$ cat config.mk
export PLATFORM = sky130hd
export DESIGN_NAME = spi_controller_multi
export DESIGN_NICKNAME = d
export VERILOG_FILES = /design/src/rtl/spi_pkg.sv /design/src/rtl/spi_sclk_timer.sv /design/src/rtl/spi_controller_multi.sv
export SDC_FILE = /design/constraint.sdc
export NUM_CORES = 1
export LEC_CHECK = 0
export CAP_MARGIN = 10
export CORE_ASPECT_RATIO = 0.5
export CORE_UTILIZATION = 59
export CTS_CLUSTER_DIAMETER = 80
export DETAILED_ROUTE_END_ITERATION = 10
export GPL_TIMING_DRIVEN = 0
export PLACE_DENSITY = 0.84
export SLEW_MARGIN = 20
export SYNTH_ARGS = -nofsm -noshare
export SYNTH_HDL_FRONTEND = slang
export SYNTH_SLANG_ARGS = --single-unit
$ cat constraint.sdc
create_clock -name clk -period 4.2 [get_ports clk]
set_input_delay 0.63 -clock clk [delete_from_list [all_inputs] [get_ports clk]]
set_output_delay 0.63 -clock clk [all_outputs]
set_load 0.005 [all_outputs]
$ cat src/rtl/spi_pkg.sv
`default_nettype none
// ============================================================================
// Module      : spi_pkg
// Description : Shared types for the multi-mode SPI controller.
// Revision    : 1.0 - initial release
// ============================================================================
package spi_pkg;

    typedef enum logic [2:0] {
        ST_IDLE      = 3'd0,
        ST_SETUP     = 3'd1,
        ST_LEAD      = 3'd2,
        ST_TRAIL     = 3'd3,
        ST_HOLD_WAIT = 3'd4,
        ST_CS_HOLD   = 3'd5
    } state_t;

    typedef struct packed {
        logic cpol;
        logic cpha;
    } spi_mode_t;

    // Width of the chip-select index; never narrower than one bit.
    function automatic int cs_width(input int n);
        return (n > 1) ? $clog2(n) : 1;
    endfunction

endpackage
`default_nettype wire

$ cat src/rtl/spi_sclk_timer.sv
`default_nettype none
// ============================================================================
// Module      : spi_sclk_timer
// Description : Half-SCLK-period counter with clear and terminal count.
// Revision    : 1.0 - initial release
// ============================================================================
module spi_sclk_timer #(
    parameter int HALF = 4
) (
    input  logic clk,
    input  logic rst,
    input  logic i_clear,
    output logic o_tc
);

    localparam int CW = (HALF > 1) ? $clog2(HALF) : 1;

    logic [CW-1:0] r_cnt;

    always_ff @(posedge clk or posedge rst) begin
        if (rst) begin
            r_cnt <= '0;
        end else if (i_clear || o_tc) begin
            r_cnt <= '0;
        end else begin
            r_cnt <= r_cnt + CW'(1);
        end
    end

    assign o_tc = (r_cnt == CW'(HALF - 1));

endmodule
`default_nettype wire

$ cat src/rtl/spi_controller_multi.sv
`default_nettype none
// ============================================================================
// Module      : spi_controller_multi
// Description : SPI master with runtime CPOL/CPHA, NUM_CS selects, CS hold.
// Revision    : 1.0 - initial release
// ============================================================================
module spi_controller_multi
    import spi_pkg::*;
#(
    parameter int CLK_FREQUENCY  = 100_000_000,
    parameter int SCLK_FREQUENCY = 500_000,
    parameter int DATA_WIDTH     = 8,
    parameter int NUM_CS         = 1
) (
    input  logic                        clk,
    input  logic                        rst,
    input  logic                        start,
    input  logic                        cpol,
    input  logic                        cpha,
    input  logic [cs_width(NUM_CS)-1:0] cs_sel,
    input  logic [DATA_WIDTH-1:0]       data_to_send,
    input  logic                        hold_cs,
    input  logic                        SPI_MISO,
    output logic [DATA_WIDTH-1:0]       data_received,
    output logic                        busy,
    output logic                        done,
    output logic                        SPI_SCLK,
    output logic                        SPI_MOSI,
    output logic [NUM_CS-1:0]           SPI_CS
);

    localparam int HALF = CLK_FREQUENCY / SCLK_FREQUENCY / 2;
    localparam int CSW  = cs_width(NUM_CS);
    localparam int BW   = $clog2(DATA_WIDTH);

    if (HALF < 2) begin : g_half_check
        $error("spi_controller_multi: CLK_FREQUENCY/SCLK_FREQUENCY/2 must be >= 2");
    end
    if (DATA_WIDTH < 2) begin : g_width_check
        $error("spi_controller_multi: DATA_WIDTH must be >= 2");
    end

    state_t                r_state;
    state_t                w_next;
    spi_mode_t             r_mode;
    logic [DATA_WIDTH-1:0] r_tx;
    logic [DATA_WIDTH-1:0] r_rx;
    logic [DATA_WIDTH-1:0] r_rx_out;
    logic [BW-1:0]         r_bit_cnt;
    logic                  r_done_pending;
    logic                  r_busy;
    logic                  r_done;
    logic                  r_sclk;
    logic                  r_mosi;
    logic [NUM_CS-1:0]     r_cs_n;
    logic [NUM_CS-1:0]     w_cs_hit;
    logic                  w_tc;
    logic                  w_enter;
    logic                  w_setup_cpha;

    // Out-of-range cs_sel decodes to no line, so the word runs with CS idle.
    for (genvar gi = 0; gi < NUM_CS; gi++) begin : g_cs_dec
        assign w_cs_hit[gi] = (cs_sel == CSW'(gi));
    end

    spi_sclk_timer #(
        .HALF (HALF)
    ) u_timer (
        .clk     (clk),
        .rst     (rst),
        .i_clear (w_enter),
        .o_tc    (w_tc)
    );

    always_ff @(posedge clk or posedge rst) begin
        if (rst) begin
            r_state <= ST_IDLE;
        end else begin
            r_state <= w_next;
        end
    end

    always_comb begin
        w_next = r_state;
        unique case (r_state)
            ST_IDLE:      if (start) w_next = ST_SETUP;
            ST_SETUP:     if (w_tc) w_next = ST_LEAD;
            ST_LEAD:      if (w_tc) w_next = ST_TRAIL;
            ST_TRAIL: begin
                if (w_tc) begin
                    if (r_bit_cnt != '0) w_next = ST_LEAD;
                    else if (hold_cs)    w_next = ST_HOLD_WAIT;
                    else                 w_next = ST_CS_HOLD;
                end
            end
            ST_HOLD_WAIT: begin
                if (start)         w_next = ST_SETUP;
                else if (!hold_cs) w_next = ST_CS_HOLD;
            end
            ST_CS_HOLD:   if (w_tc) w_next = ST_IDLE;
            default:      w_next = ST_IDLE;
        endcase
    end

    assign w_enter      = (w_next != r_state);
    assign w_setup_cpha = (r_state == ST_IDLE) ? cpha : r_mode.cpha;

    // All outputs change only on the edge that enters a new state.
    always_ff @(posedge clk or posedge rst) begin
        if (rst) begin
            r_mode         <= '0;
            r_tx           <= '0;
            r_rx           <= '0;
            r_rx_out       <= '0;
            r_bit_cnt      <= '0;
            r_done_pending <= 1'b0;
            r_busy         <= 1'b0;
            r_done         <= 1'b0;
            r_sclk         <= 1'b0;
            r_mosi         <= 1'b0;
            r_cs_n         <= '1;
        end else begin
            r_done <= 1'b0;
            if (w_enter) begin
                unique case (w_next)
                    ST_SETUP: begin
                        r_busy    <= 1'b1;
                        r_tx      <= data_to_send;
                        r_bit_cnt <= BW'(DATA_WIDTH - 1);
                        if (r_state == ST_IDLE) begin
                            r_mode <= '{cpol: cpol, cpha: cpha};
                            r_sclk <= cpol;
                            r_cs_n <= ~w_cs_hit;
                        end
                        if (!w_setup_cpha) r_mosi <= data_to_send[DATA_WIDTH-1];
                    end
                    ST_LEAD: begin
                        r_sclk <= ~r_mode.cpol;
                        if (r_state == ST_TRAIL) r_bit_cnt <= r_bit_cnt - BW'(1);
                        if (r_mode.cpha) begin
                            r_mosi <= r_tx[DATA_WIDTH-1];
                            r_tx   <= r_tx << 1;
                        end else begin
                            r_rx <= {r_rx[DATA_WIDTH-2:0], SPI_MISO};
                        end
                    end
                    ST_TRAIL: begin
                        r_sclk <= r_mode.cpol;
                        if (r_mode.cpha) begin
                            r_rx <= {r_rx[DATA_WIDTH-2:0], SPI_MISO};
                        end else if (r_bit_cnt != '0) begin
                            r_mosi <= r_tx[DATA_WIDTH-2];
                            r_tx   <= r_tx << 1;
                        end
                    end
                    ST_HOLD_WAIT: begin
                        r_busy   <= 1'b0;
                        r_done   <= 1'b1;
                        r_rx_out <= r_rx;
                    end
                    ST_CS_HOLD: begin
                        r_done_pending <= (r_state == ST_TRAIL);
                    end
                    ST_IDLE: begin
                        r_busy         <= 1'b0;
                        r_cs_n         <= '1;
                        r_done_pending <= 1'b0;
                        if (r_done_pending) begin
                            r_done   <= 1'b1;
                            r_rx_out <= r_rx;
                        end
                    end
                    default: ;
                endcase
            end
        end
    end

    assign data_received = r_rx_out;
    assign busy          = r_busy;
    assign done          = r_done;
    assign SPI_SCLK      = r_sclk;
    assign SPI_MOSI      = r_mosi;
    assign SPI_CS        = r_cs_n;

endmodule
`default_nettype wire

# == Word-level counts from Yosys, hierarchy flattened ==
# Cells that the tools add are included.
# totals
ff_bits,45
latch_bits,0
ramBits,0
mem_bits_ro,0
in_bits,16
out_inout_bits,13
wordCells,97
mem_count,0
# classes
add_sub_neg,2
multipliers,0
div_mod_pow,0
order_cmp,0
eq_ne,21
shift,0
muxes,37
n_bitwise,1
reduce_logical,22
# ops
cell,count
8-bit 2-to-1 mux,6
8-bit case mux with 2 select lines,2
3-bit 2-to-1 mux,9
8-bit case mux with 3 select lines,1
"2-bit != test, second input constant",9
3-bit case mux with 6 select lines,1
3-bit AND reduction,5
"3-bit by 2-bit == test with 1-bit output, second input constant",4
"3-bit == test, second input constant",4
2-bit nonzero test,6
1-bit 2-to-1 mux,10
1-bit case mux with 2 select lines,4
"7-bit by 1-bit adder with 7-bit output, second input constant",1
"7-bit == test, second input constant",1
7-bit 2-to-1 mux,1
"3-bit by 1-bit == test with 1-bit output, second input constant",2
3-bit logical NOT,2
1-bit case mux with 3 select lines,2
3-bit case mux with 2 select lines,1
6-bit AND reduction,1
3-bit nonzero test,2
5-bit AND reduction,1
2-bit AND reduction,2
4-bit AND reduction,1
other kinds (5),5

# == Longest topological paths before layout ==
# logic_depth
ltp_word,8
ltp_mapped,9
depth_no_buf,9

# == Hierarchy ==
# A second synthesis with hierarchy kept.
# unflattened
cells_unflattened,217
hier_area_um2,2299.7
# modules_own_cells
mod,instances,cells_per_inst,area_per_inst_um2,seq_area_each_um2
spi_controller_multi,1,184,1951.9,952.2
spi_sclk_timer,1,33,347.8,175.2

# == Least setup slack after synthesis ==
# No wires, ideal clock.
# synth_timing
path_type,input to register
start,input port hold_cs
end,register r_tx[1]
setup_time_ns,0.128
t_arrival_ns,2.114
required_time_ns,4.072
path_slack_ns,1.958
stages,7
n_path_buf,1
path_cell_list,nor3b_1 > o2111ai_1 > and4_1 > a31oi_1 > a21o_1 > buf_4 > mux2_1
# synth_between
elab_chain_cells,7
word_cells_on_any_way,16
classes_between,eq/ne (7); mux (7); reduce/logical (2)
# synth_lines
item,line,text
start: declaration,spi_controller_multi.sv:22,"input logic hold_cs,"
1-bit 2-to-1 mux,spi_controller_multi.sv:92,else if (hold_cs) w_next = ST_HOLD_WAIT;
3-bit 2-to-1 mux,spi_controller_multi.sv:91,if (r_bit_cnt != '0) w_next = ST_LEAD;
3-bit 2-to-1 mux,spi_controller_multi.sv:90,if (w_tc) begin
3-bit case mux with 6 select lines (*),spi_controller_multi.sv:85,unique case (r_state)
3-bit by 2-bit == test with 1-bit output or 3-bit by 1-bit == test with 1-bit output (tied branches),spi_controller_multi.sv:125,unique case (w_next)
2-bit != test (no line) or 3-bit nonzero test (tied branches),n/a,
5-bit AND reduction (no line),n/a,
end signal: assignment,spi_controller_multi.sv:128,r_tx <= data_to_send;
end signal: assignment,spi_controller_multi.sv:142,r_tx <= r_tx << 1;
end signal: assignment,spi_controller_multi.sv:153,r_tx <= r_tx << 1;
end: declaration,spi_controller_multi.sv:46,logic [DATA_WIDTH-1:0] r_tx;
# Mark *: on every way between the ends. The rest lies on a longest branch, timed or not.
# A chain may end at the register's enable or synchronous reset.

# == Worst setup path in the final report ==
# layout_timing
start,input port hold_cs
end,register r_tx[3]
# Same word-level chain as after synthesis.

==> impl_metrics.json <==
{
  "synth_area_leaders": "dfrtp_1 46%, mux2_2 7.1%, mux2_4 5.6%",
  "io_pins": 29,
  "r2r-end": "r_tx[3]",
  "p_per_area_mw_per_mm2": 408,
  "yosysTopAreaCell": "dfrtp_1",
  "hold_violations": 0,
  "gp_congestion": 0.870,
  "grtUsageTotal": 0.260,
  "cts_sinks": 45,
  "fillers": 230,
  "path_clk_slew_ps": 90,
  "ys_warn_count": 0,
  "finalPower_mw": 1.16,
  "via_count": 1761,
  "num_antenna_cells": 0,
  "worstMarginPinSlew_ps": 553,
  "start_kind": "input pin",
  "synth_top_area_frac": 0.460,
  "synthDistinctLibCells": 58,
  "path_cells": "clkdlybuf4s50_1 -> nor3b_1 -> o2111ai_1 -> and4_1 -> a31oi_1 -> a21o_1 -> buf_4 -> mux2_1",
  "clock_path_buffers": 2,
  "endpoint_kind": "flip-flop",
  "clock_skew_ps": 7.44,
  "nNetsFinal": 263,
  "hold_end": "u_timer.r_cnt[0]",
  "cts_tree": "done",
  "min_from": "u_timer.r_cnt[0]",
  "viasPerCell": 5.95,
  "fmax_mhz": 370,
  "maxCapViolations": 0,
  "synth_edf_count": 0,
  "wl_met3_um": 292,
  "holdPathStages": 1,
  "postRouteAntennaNets": 0,
  "cp_slowest_cell": "clkdlybuf4s50_1",
  "finalSetupViolCount": 0,
  "seq_area_mm2": 0.00113,
  "max-vdd-ir-drop_mv": 0.275,
  "async_reset_ff_frac": 1.00,
  "status": "finished, final reports clean",
  "synthesis.nets": 228,
  "finalCriticalPeriod_ps": 2700,
  "synth_most_common_cell": "dfrtp_1",
  "slew_headroom": 0.631,
  "drt_iter0_drc": 86,
  "antenna_found_initial": 0,
  "wire_per_inst_um": 16.8,
  "synthesis.area_mm2": 0.00239,
  "cts_buffers": 5,
  "wl_met2_um": 2340,
  "reg2reg_slack_ps": 1660,
  "finalWirelength_um": 4990,
  "clk_latency_ps": 310,
  "reg2reg_from": "r_bit_cnt[0]",
  "grt_pass1_vias": 1690,
  "multi_input_area_mm2": 0.00116,
  "post_cts_resize_count": 0,
  "ys_ff_latch": 45,
  "num_rows": 15,
  "core_mm2": 0.00364,
  "rsz0062_at_grt": "false",
  "overflow": 0,
  "area_growth_pct": 19.0,
  "crit_required_ps": 4390,
  "yosys_most_used_dff": "dfrtp_1",
  "post-dp-hpwl_um": 3720,
  "drive_above_1_share": 0.208,
  "critPathMaxStageDelay_ps": 470,
  "slew_viol_final": 0,
  "start_util": 0.657,
  "grt_pass1_wl_um": 8150,
  "syn_inst": 209,
  "path_max_fanout": 9,
  "root_buffer": "clkbuf_8",
  "fin_crit_sh": 0.644,
  "yosysSeqAreaShare": 0.471,
  "path_class": "input pin to flip-flop",
  "die_w_um": 92.1,
  "drcViolationCount": 0,
  "cts_htree_levels": 2,
  "die_y_um": 47.0,
  "io_buffers": 27,
  "worstRegToRegCells": 9,
  "grt_start_max_net_pins": 32,
  "ys_top_cells_by_count": "44 x dfrtp_1, 15 x mux2_2, 13 x nor2_1, 11 x inv_1",
  "wl_met1_um": 2310,
  "drt_first_pass_iters": 4,
  "dr.max_layer_used": "met4",
  "cp.arrival_ps": 2890,
  "syn_area_per_cell_um2": 11.5,
  "die-area_mm2": 0.00433,
  "leakage_nw": 1.32,
  "cts_setup_buffers": 0,
  "postCtsHoldBufs": 0,
  "hold_class": "flip-flop to flip-flop",
  "fin_setup_tns_ps": 0
}
cell families (layout without fill, tap and decap cells):
kind of cell               after synthesis  after routing  synth area share
buffers and inverters                   20             56            0.0434
AOI/OAI and AO/OA                       43             43             0.140
xor gates and xnor gates                 7              7            0.0256
and+or+nand+nor                         57             57             0.132
DFF                                     45             45             0.471
adders and majority gates                3              3            0.0157
muxes                                   34             34             0.172
worst max-delay path, delay by kind of cell:
family / cells / cell delay [ps]
and+or+nand+nor: 2 / 680
muxes: 1 / 360
AOI/OAI and AO/OA: 3 / 580
buffers and inverters: 2 / 650
how the worst max path moves through the flow:
| stage | start | end | depth (start not counted) |
|---|---|---|---|
| after CTS | hold_cs | r_tx[3] | 8 |
| after detailed placement | hold_cs | r_tx[3] | 8 |
| final | hold_cs | r_tx[3] | 8 |
| after global placement | hold_cs | r_tx[1] | 8 |
| after global routing | hold_cs | r_tx[3] | 8 |
| after floorplan | hold_cs | r_tx[1] | 7 |
sequential cells by signal, summed over array words and instances (netlist names):
signal          count
SPI_CS              1
SPI_MOSI            1
SPI_SCLK            1
busy                1
data_received       8
done                1
r_bit_cnt           3
r_done_pending      1
r_mode              2
r_rx                8
r_state             3
r_tx                8
u_timer.r_cnt       7
where the power goes:
part,internal [mW],switching [mW]
Clock,0.137,0.158
Sequential,0.506,0.0685
Combinational,0.138,0.155
Total,0.781,0.382
metal layers:
layer,vias up,global-route usage
met4,0,0.0844
li1,833,-
met5,-,0
met1,863,0.337
met2,56,0.442
met3,9,0.0728
metrics by stage:
step | cells | util | hold slack (ps) | cell area, um2 | setup WS, ps
final | 296 | 0.782 | 463 | 2850 | 1500
after global routing | 296 | 0.782 | 510 | 2850 | 1300
after CTS | 296 | 0.782 | 464 | 2850 | 1510
after detailed placement | 288 | 0.755 | 447 | 2750 | 1190
after global placement | 287 | 0.749 | 438 | 2730 | 1230
after floorplan | 209 | - | 425 | 2390 | 1960
cell usage in the layout (no fill, tap or decap), drive strengths merged, types with 2 or more instances in the layout:
| cell | n |
|---|---|
| a21o | 3 |
| xor2 | 3 |
| o31ai | 2 |
| o21ai | 7 |
| a31oi | 3 |
| buf | 7 |
| nor3b | 2 |
| nand3b | 2 |
| mux2i | 4 |
| dfrtp | 44 |
| and3 | 4 |
| a311o | 2 |
| nand2b | 2 |
| o211ai | 2 |
| ha | 3 |
| nor3 | 7 |
| mux2 | 30 |
| nor4 | 2 |
| nor2b | 3 |
| nor2 | 14 |
| nand3 | 6 |
| a211oi | 3 |
| xnor2 | 4 |
| inv | 13 |
| clkdlybuf4s50 | 27 |
| a21oi | 9 |
| nand2 | 9 |
| clkbuf | 8 |
layout make-up:
type	count	share of cell area
Timing Repair Buffer	28	0.102
Sequential cell	45	0.396
Tap cell	51	0.0224
Buffer	8	0.0207
Multi-Input combinational cell	144	0.408
Clock buffer	6	0.0290
Clock inverter	2	0.00615
Inverter	12	0.0158
Power figures use the tool's default switching activity.
